### src/rtl/ling_pkg.sv
// Shared encodings and elaboration helpers for the pipelined sparse-4 Ling modular adder.
package ling_pkg;

  localparam logic LING_MODE_POW2 = 1'b0;
  localparam logic LING_MODE_EAC  = 1'b1;

  localparam int LING_MIN_WIDTH = 8;
  localparam int LING_MAX_WIDTH = 64;

  function automatic int ling_prefix_levels(input int width);
    return $clog2(width / 2);
  endfunction

  function automatic bit ling_width_ok(input int width);
    return (width % 8 == 0) && (width >= LING_MIN_WIDTH) && (width <= LING_MAX_WIDTH);
  endfunction

endpackage

### src/rtl/ling_sparse4_sum_group.sv
// Conditional 4-bit Ling sum: both carry-in cases are formed locally and the
// pseudo-carry H of the preceding sparse position selects one.
module ling_sparse4_sum_group (
  input  logic [3:0] x,
  input  logic [2:0] g,
  input  logic [3:0] p,     // p[0] is the transmit bit just below the group
  input  logic       h_in,
  output logic [3:0] sum
);

  logic [3:0] sum0;
  logic [3:0] sum1;
  logic       c0;
  logic       c1;

  always_comb begin
    c0 = 1'b0;
    c1 = p[0];
    sum0 = '0;
    sum1 = '0;
    for (int i = 0; i < 3; i++) begin
      sum0[i] = x[i] ^ c0;
      sum1[i] = x[i] ^ c1;
      c0 = g[i] | (p[i+1] & c0);
      c1 = g[i] | (p[i+1] & c1);
    end
    sum0[3] = x[3] ^ c0;
    sum1[3] = x[3] ^ c1;
    sum = h_in ? sum1 : sum0;
  end

endmodule

### src/rtl/ling_modadd_pipe.sv
// Pipelined sparse-4 Ling adder, mod 2^WIDTH or mod 2^WIDTH-1 per transaction.
// Optional LING_EAC_ZERO_NORM_EN maps the redundant all-ones EAC result to zero.
module ling_modadd_pipe
  import ling_pkg::*;
#(
  parameter int WIDTH  = 16,
  parameter int STAGES = 2
) (
  input  logic             clk,
  input  logic             rst_n,
  input  logic             in_valid,
  output logic             in_ready,
  input  logic [WIDTH-1:0] in_a,
  input  logic [WIDTH-1:0] in_b,
  input  logic             in_mode,
  output logic             out_valid,
  input  logic             out_ready,
  output logic [WIDTH-1:0] out_sum,
  output logic             out_cout
);

  localparam int NP     = WIDTH / 2;
  localparam int NG     = WIDTH / 4;
  localparam int LEVELS = ling_prefix_levels(WIDTH);
  localparam int W1     = 1 + WIDTH + 3 * NG + WIDTH + 2 * NP;
  localparam int W2     = 1 + WIDTH + 3 * NG + WIDTH + NG;

  if (!ling_width_ok(WIDTH) || STAGES < 1 || STAGES > 3) begin : g_bad_cfg
    $error("ling_modadd_pipe: unsupported WIDTH/STAGES");
  end

  // Valid/ready: a side transfers when valid && ready; a stage loads when it is
  // empty or its content leaves this cycle, so bubbles collapse and ready
  // depends only on out_ready and stored valids, never on in_valid.
  logic [STAGES-1:0] v_q, v_d, adv, en;
  logic [STAGES:0]   vchain;

  always_comb begin
    vchain = {v_q, in_valid};
    adv = '0;
    en  = '0;
    v_d = v_q;
    adv[STAGES-1] = !v_q[STAGES-1] || out_ready;
    for (int k = STAGES - 2; k >= 0; k--) adv[k] = !v_q[k] || adv[k+1];
    for (int k = 0; k < STAGES; k++) begin
      en[k] = adv[k] && vchain[k];
      if (adv[k]) v_d[k] = vchain[k];
    end
  end

  always_ff @(posedge clk or negedge rst_n) begin
    if (!rst_n) v_q <= '0;
    else        v_q <= v_d;
  end

  assign in_ready  = adv[0];
  assign out_valid = v_q[STAGES-1];

  logic [WIDTH-1:0]  a_g, a_p, a_x;
  logic [3*NG-1:0]   a_gs;
  logic [NP-1:0]     a_h1, a_pr1;

  always_comb begin
    a_g = in_a & in_b;
    a_p = in_a | in_b;
    a_x = in_a ^ in_b;
    // The pair-0 transmit term reaches below bit 0: circular in EAC mode, cut otherwise.
    a_h1[0]  = a_g[1] | a_g[0];
    a_pr1[0] = a_p[0] & a_p[WIDTH-1] & (in_mode == LING_MODE_EAC);
    for (int j = 1; j < NP; j++) begin
      a_h1[j]  = a_g[2*j+1] | a_g[2*j];
      a_pr1[j] = a_p[2*j] & a_p[2*j-1];
    end
    for (int k = 0; k < NG; k++) a_gs[3*k +: 3] = a_g[4*k +: 3];
  end

  logic [W1-1:0] b1_in, b1_out;
  assign b1_in = {in_mode, a_x, a_gs, a_p, a_h1, a_pr1};

  if (STAGES >= 2) begin : g_reg1
    logic [W1-1:0] b1_q, b1_d;
    always_comb b1_d = en[0] ? b1_in : b1_q;
    always_ff @(posedge clk or negedge rst_n) begin
      if (!rst_n) b1_q <= '0;
      else        b1_q <= b1_d;
    end
    assign b1_out = b1_q;
  end else begin : g_wire1
    assign b1_out = b1_in;
  end

  logic              b_mode;
  logic [WIDTH-1:0]  b_x, b_p;
  logic [3*NG-1:0]   b_gs;
  logic [NP-1:0]     b_h1, b_pr1;
  assign {b_mode, b_x, b_gs, b_p, b_h1, b_pr1} = b1_out;

  logic [NP-1:0] hp, prp, hn, pn;
  logic [NG-1:0] b_hs;

  always_comb begin
    hp = b_h1;
    prp = b_pr1;
    hn = '0;
    pn = '0;
    for (int l = 0; l < LEVELS; l++) begin
      hn = hp;
      pn = prp;
      for (int j = (1 << l); j < NP; j++) begin
        hn[j] = hp[j] | (prp[j] & hp[j - (1 << l)]);
        pn[j] = prp[j] & prp[j - (1 << l)];
      end
      hp = hn;
      prp = pn;
    end
    // Only every 4th bit keeps an H; the top linear H wraps in through prp.
    for (int k = 0; k < NG; k++) b_hs[k] = hp[2*k+1] | (prp[2*k+1] & hp[NP-1]);
  end

  logic [W2-1:0] b2_in, b2_out;
  assign b2_in = {b_mode, b_x, b_gs, b_p, b_hs};

  if (STAGES == 3) begin : g_reg2
    logic [W2-1:0] b2_q, b2_d;
    always_comb b2_d = en[1] ? b2_in : b2_q;
    always_ff @(posedge clk or negedge rst_n) begin
      if (!rst_n) b2_q <= '0;
      else        b2_q <= b2_d;
    end
    assign b2_out = b2_q;
  end else begin : g_wire2
    assign b2_out = b2_in;
  end

  logic              c_mode, c_eac;
  logic [WIDTH-1:0]  c_x, c_p, c_sum;
  logic [3*NG-1:0]   c_gs;
  logic [NG-1:0]     c_hs, grp_h, grp_pm1;
  assign {c_mode, c_x, c_gs, c_p, c_hs} = b2_out;

  always_comb begin
    c_eac = (c_mode == LING_MODE_EAC);
    grp_h = '0;
    grp_pm1 = '0;
    grp_h[0]   = c_eac & c_hs[NG-1];
    grp_pm1[0] = c_eac & c_p[WIDTH-1];
    for (int k = 1; k < NG; k++) begin
      grp_h[k]   = c_hs[k-1];
      grp_pm1[k] = c_p[4*k-1];
    end
  end

  for (genvar k = 0; k < NG; k++) begin : g_grp
    ling_sparse4_sum_group u_grp (
      .x    (c_x[4*k +: 4]),
      .g    (c_gs[3*k +: 3]),
      .p    ({c_p[4*k +: 3], grp_pm1[k]}),
      .h_in (grp_h[k]),
      .sum  (c_sum[4*k +: 4])
    );
  end

  logic [WIDTH-1:0] res, sum_q, sum_d;
  logic             c_cout, cout_q, cout_d;

  always_comb begin
    res = c_sum;
`ifdef LING_EAC_ZERO_NORM_EN
    if (c_eac && (&c_sum)) res = '0;
`endif
    c_cout = (c_mode == LING_MODE_POW2) & c_p[WIDTH-1] & c_hs[NG-1];
    sum_d  = sum_q;
    cout_d = cout_q;
    if (en[STAGES-1]) begin
      sum_d  = res;
      cout_d = c_cout;
    end
  end

  always_ff @(posedge clk or negedge rst_n) begin
    if (!rst_n) begin
      sum_q  <= '0;
      cout_q <= 1'b0;
    end else begin
      sum_q  <= sum_d;
      cout_q <= cout_d;
    end
  end

  assign out_sum  = sum_q;
  assign out_cout = cout_q;

endmodule

### config.mk
export PLATFORM = sky130hd
export DESIGN_NAME = ling_modadd_pipe
export DESIGN_NICKNAME = d
export VERILOG_FILES = /design/src/rtl/ling_pkg.sv /design/src/rtl/ling_sparse4_sum_group.sv /design/src/rtl/ling_modadd_pipe.sv
export SDC_FILE = /design/constraint.sdc
export NUM_CORES = 1
export LEC_CHECK = 0
export CAP_MARGIN = 30
export CORE_UTILIZATION = 40
export CTS_CLUSTER_SIZE = 20
export DETAILED_ROUTE_END_ITERATION = 8
export PLACE_DENSITY = 0.72
export REMOVE_ABC_BUFFERS = 1
export SYNTH_ARGS = -nofsm -noshare
export SYNTH_HDL_FRONTEND = slang
export SYNTH_SLANG_ARGS = --single-unit
### constraint.sdc
create_clock -name clk -period 3.1 [get_ports clk]
set_input_delay 0.31 -clock clk [delete_from_list [all_inputs] [get_ports clk]]
set_output_delay 0.31 -clock clk [all_outputs]
set_load 0.005 [all_outputs]
* Word level (Yosys, flattened, before mapping)
Cells that the tools add are included.
** Storage, ports and cells
- Output and inout port bits :: 19
- Register bits after elaboration :: 80
- Input port bits :: 37
- Word-level logic and storage cells :: 143
** Operators by class
- Bitwise operators :: 128
- Reduce and logical (&&, ||, !) cells :: 6
- Muxes and demuxes :: 4
** Operators by type and width (count)
- bitwise AND 1 bit :: 55
- bitwise OR 1 bit :: 41
- XOR 1 bit :: 28
- bitwise AND 16 bit :: 1
- 2-to-1 mux 4 bit :: 4
- bitwise OR 16 bit :: 1
- XOR 16 bit :: 1
- logical AND 1 bit :: 2
- logical NOT 1 bit :: 2
- logical OR 1 bit :: 2
- NOT 1 bit :: 1

* Longest topological paths before layout
- Depth in word-level cells :: 10
- Gate-level depth with buffers :: 7
- Gate-level depth less buffers :: 5

* Hierarchy
Synthesis repeated with hierarchy kept, for this count alone.
** Second synthesis, totals
- Cell total of the unflattened synthesis :: 344
- Area total of the unflattened synthesis :: 3915.0 um^2
** By module, submodules not included
- ling_modadd_pipe :: seq. area each 2001.9 um^2, cells an instance 304, instances 1, area an instance 3614.7 um^2
- ling_sparse4_sum_group :: seq. area each 0.0 um^2, cells an instance 10, instances 4, area an instance 75.1 um^2

* Worst setup path after synthesis
No wires, ideal clock.
- Kind :: register to register
- Start point :: register g_reg1.b1_q[13], in the netlist b1_out[13]
- End point :: register sum_q[3], in the netlist out_sum[3]
- Period minus slack after synthesis :: 1.861 ns
- Required time :: 2.976 ns
- Path buffers :: 0
- Cell stages (with the launch flop) :: 6
- Library setup time :: 0.124 ns
- Data arrival time :: 1.737 ns
- Path slack :: 1.239 ns
- Cell sequence :: dfrtp_1 > a21oi_1 > o211ai_2 > a2111oi_2 > mux2_1 > a211o_1
** On the way
- Cells in the longest elaborated chain, start to end :: 8
** Ends and longest elaborated chain
- start, declared :: RTL line ling_modadd_pipe.sv:81 : logic [W1-1:0] b1_q, b1_d;
- start signal, assigned :: RTL line ling_modadd_pipe.sv:84 : if (!rst_n) b1_q <= '0;
- start signal, assigned :: RTL line ling_modadd_pipe.sv:85 : else b1_q <= b1_d;
- bitwise OR 1 bit * :: RTL line ling_modadd_pipe.sv:110 : hn[j] = hp[j] | (prp[j] & hp[j - (1 << l)]);
- bitwise AND 1 bit * :: RTL line ling_modadd_pipe.sv:110
- bitwise OR 1 bit * (2 in a row) :: RTL line ling_modadd_pipe.sv:110
- bitwise AND 1 bit :: RTL line ling_modadd_pipe.sv:117 : for (int k = 0; k < NG; k++) b_hs[k] = hp[2*k+1] | (prp[2*k+1] & hp[NP-1]);
- bitwise OR 1 bit * :: RTL line ling_modadd_pipe.sv:117
- bitwise AND 1 bit * :: RTL line ling_modadd_pipe.sv:145 : grp_h[0] = c_eac & c_hs[NG-1];
- 2-to-1 mux 4 bit * :: RTL line ling_sparse4_sum_group.sv:29 : sum = h_in ? sum1 : sum0;
- end signal, assigned :: RTL line ling_modadd_pipe.sv:185 : sum_q <= sum_d;
- end, declared :: RTL line ling_modadd_pipe.sv:163 : logic [WIDTH-1:0] res, sum_q, sum_d;
Mark *: on every way between the ends. The rest lies on a longest branch, timed or not.
A chain may end at the register's enable or synchronous reset.

* Worst setup path after layout
Ends and elaborated chain as after synthesis.

==> summary.txt <==
Timing
  – Final Skew: 0.0159 ns
  – Slew Limit Headroom: 53.9%
  – Endpoints failing setup: 0
  – Post-route clock period utilization: 66.6%
  – Fin crit period: 2.06 ns
  – Final Hold Vio Count: 0
  – Worst-margin pin slew: between 0.6 and 0.7 ns
  – Fmax: 0.485 GHz
  – RSZ-0062 raised after global routing: no
  – Slew Viols, Final: 0
  – Setup TNS: 0 ns
  – Final hold slack: 0.433 ns

Setup path
  – CP endpoint kind: register
  – Family with the most delay on the worst path: compound AO/OA/AOI/OAI gates
  – Crit path cell chain: a21oi_1 > o211ai_2 > a2111oi_2 > mux2_1 > a211o_1
  – R2r endpoint: out_sum[3]
  – Crit Path Category: reg -> reg
  – Reg-to-reg slack, setup: between 1 and 1.5 ns
  – Worst path bufs/invs: 0
  – Worst r2r src: b1_out[13]
  – Cells on worst reg2reg path: 5
  – Worst path depth: 5
  – CP Launch Type: register
  – Critical path peak fanout: 6
  – CP max-delay cell: dfrtp_1
  – Required @ worst endpoint: about 3.3 ns
  – CP max stage delay: 0.45 ns
  – End point of the critical path: out_sum[3]
  – Worst EP arrival: 2.30 ns
  – Worst setup path startpoint: b1_out[13]

Routing
  – Final ANT Viol Nets: 0
  – Avg WL per Cell: 13.8 um
  – Routed WL: between 8000 and 9000 um
  – Residual DRC: 0
  – 1st-pass router iterations: 6
  – Vias: 3066
  – Routed vias/inst: 5.13
  – Starting DRT DRC Count: 103

Run
  – Number of max-cap violations: 0

Yosys
  – Post-synth EDFFs: 0
  – Post-synthesis cell area: approximately 4200 sq um
  – Avg Cell Area, Syn: 10.3 sq um
  – Unique cell type count in the Yosys netlist: 50
  – Adder-cell share of the synthesized area: approximately a tenth
  – XOR/XNOR Fraction of Synth Area: under 10%
  – Top post-synthesis cells by area: dfrtp_1 48%, ha_1 9.6%, mux2_2 7.8%
  – Simple-Gate Fraction of Synth Area: between 10% and 20%
  – Mux cell area share after synthesis: 9.08%
  – FF+latch count, synth: 80
  – Synth Warn #: 0
  – Post-Syn Instances: a little over 400
  – Most used DFF post-synth: dfrtp_1
  – Main combinational cell family by area after synthesis: compound AO/OA/AOI/OAI gates
  – Register area share after synthesis: 48.1%
  – Post-synthesis compound-gate area fraction: 13.7%
  – Synth area leader: dfrtp_1
  – Post-synth top area share: 48.1%
  – Fraction of registers with async set/reset: between 90% and 100%

Global route
  – Grt ovf: 0
  – Vias in the first global route: 3120
  – Initial antenna violation count: 0
  – All-layer global routing usage: 16.7%
  – First-pass GRT wire length: between 10000 and 15000 um
  – Largest net degree at the start of global routing: 50

Die
  – DIE AREA: 10800 sq um
  – Die height: 104 um
  – Area of the core: 9910 sq um
  – FP Rows: 36
  – Die Wd: ~100 um
  – Initial Utilization: between 40% and 50%
  – Ports: 56

Placed design
  – Count of buffers from port buffering: 55
  – Hpwl dp: 6230 um
  – Routability cong.: around 0.82

Finish
  – Area growth syn-to-layout: 23.0%
  – Nets: 530
  – Diodes inserted: 0
  – Fraction of layout cells with a size suffix above 1: ~12%
  – Commonest cells after routing, fill and taps aside: 80 x dfrtp_1, 54 x clkdlybuf4s50_1, 52 x nand2_1
  – Most common cell after layout, fill and taps aside: dfrtp_1

Pwr
  – Comb pwr share: 24.3%
  – Sw frac: 28.5%
  – Power Dens Cells: approximately 590 nW/um^2
  – Sw Pwr: 0.858 mW
  – Flop pwr share: 47.4%
  – Pleak: ~2.3 nW
  – Worst VDD drop: roughly 0.22 mV
  – P_int: 2.15 mW
  – Clock share of power: 28.3%

CTS
  – CTS tree: yes
  – Max clock buf depth: 2
  – Clock transition at the registers of the reported paths: 0.08 ns
  – Total CTS buffers: 9
  – # Post-CTS Setup Buffers: 0
  – Sink Count: 80
  – Clock Latency Late Sink: 0.35 ns
  – CTS H-tree depth: 3
  – Root Driver: clkbuf_8

Outcome
  – Status: finished, final reports clean

Worst hold path
  – Hold crit path type: in -> async
[flip-flops by register name, indices dropped and copies added (netlist names)]
| register | flops |
|---|---|
| out_sum | 16 |
| b1_out | 61 |
| v_q | 2 |
| out_cout | 1 |
[Yosys cell counts (7+ instances only)]
master / number
mux2_2: 29
dfrtp_1: 80
o31ai_1: 7
a21oi_1: 14
o21ai_0: 33
ha_1: 32
clkbuf_1: 8
nor2_1: 21
nand2_1: 53
inv_1: 36
[per-stage QoR]
step / util, % / worst slack, ns / total power, mW / cells / instance area, sq um
6_report: 51.6 / 1.04 / 3.01 / 598 / 5120
2_1_floorplan: - / 0.502 / 1.80 / 389 / 4100
3_5_place_dp: 49.3 / 0.961 / 2.18 / 582 / 4890
3_3_place_gp: 49.0 / 1.02 / 2.15 / 581 / 4860
4_1_cts: 51.6 / 1.05 / 3.04 / 598 / 5120
5_1_grt: 51.6 / 0.869 / 3.20 / 598 / 5120
[cell type report]
type	instances	area [sq um]
Timing Repair Buffer	61	628
Clock buffer	12	155
Fill cell	923	4790
Clock inverter	3	65.1
Inverter	36	135
Sequential cell	80	2000
Tap cell	133	166
Multi-Input combinational cell	273	1970
[power by group through the flow]
stage          Sequential [mW]  Clock (mW)  Combinational (mW)
2_1_floorplan             1.39           0               0.405
3_3_place_gp              1.44           0               0.713
3_5_place_dp              1.44           0               0.740
4_1_cts                   1.43       0.873               0.743
5_1_grt                   1.46       0.916               0.825
6_report                  1.42       0.852               0.732
[worst register-to-register path, stage by stage, from the launching register on]
cell	delay [ns]
dfrtp_1	0.45
a21oi_1	0.31
o211ai_2	0.19
a2111oi_2	0.38
mux2_1	0.36
a211o_1	0.26
[worst min path at each step]
stage	slack [ns]	startpoint	to	cells after the start
3_5_place_dp	0.28	rst_n	out_sum[4]	1
2_1_floorplan	0.01	rst_n	b1_out[0]	0
3_3_place_gp	0.46	b1_out[24]	b1_out[24]	2
5_1_grt	0.48	rst_n	b1_out[20]	2
4_1_cts	0.45	rst_n	out_sum[4]	2
6_report	0.43	rst_n	b1_out[20]	2
[cells by family (layout without fill, tap and decap cells)]
kind of cell             count (synthesis)  in the layout
multiplexers                            34             34
adder cells (fa/ha/maj)                 32             32
buffers and inverters                   51            112
XOR/XNOR                                 7              7
AO/OA/AOI/OAI                           87             87
AND/OR/NAND/NOR                        113            113
flip-flops                              80             80
[metal layers]
| metal | track usage [%] | routed length, um |
|---|---|---|
| met2 | 29.1 | 4180 |
| met1 | 20.4 | 3670 |
| met5 | 0 | 0 |
| met4 | 4.29 | 96 |
| met3 | 4.51 | 305 |
[repair_timing]
| item | 4_1_cts | 5_1_grt |
|---|---|---|
| hold buffers | 1 | 0 |
| gates resized for setup | 0 | 0 |
| endpoints found under the hold margin | 31 | 0 |
(Power assumes the default switching activity.)
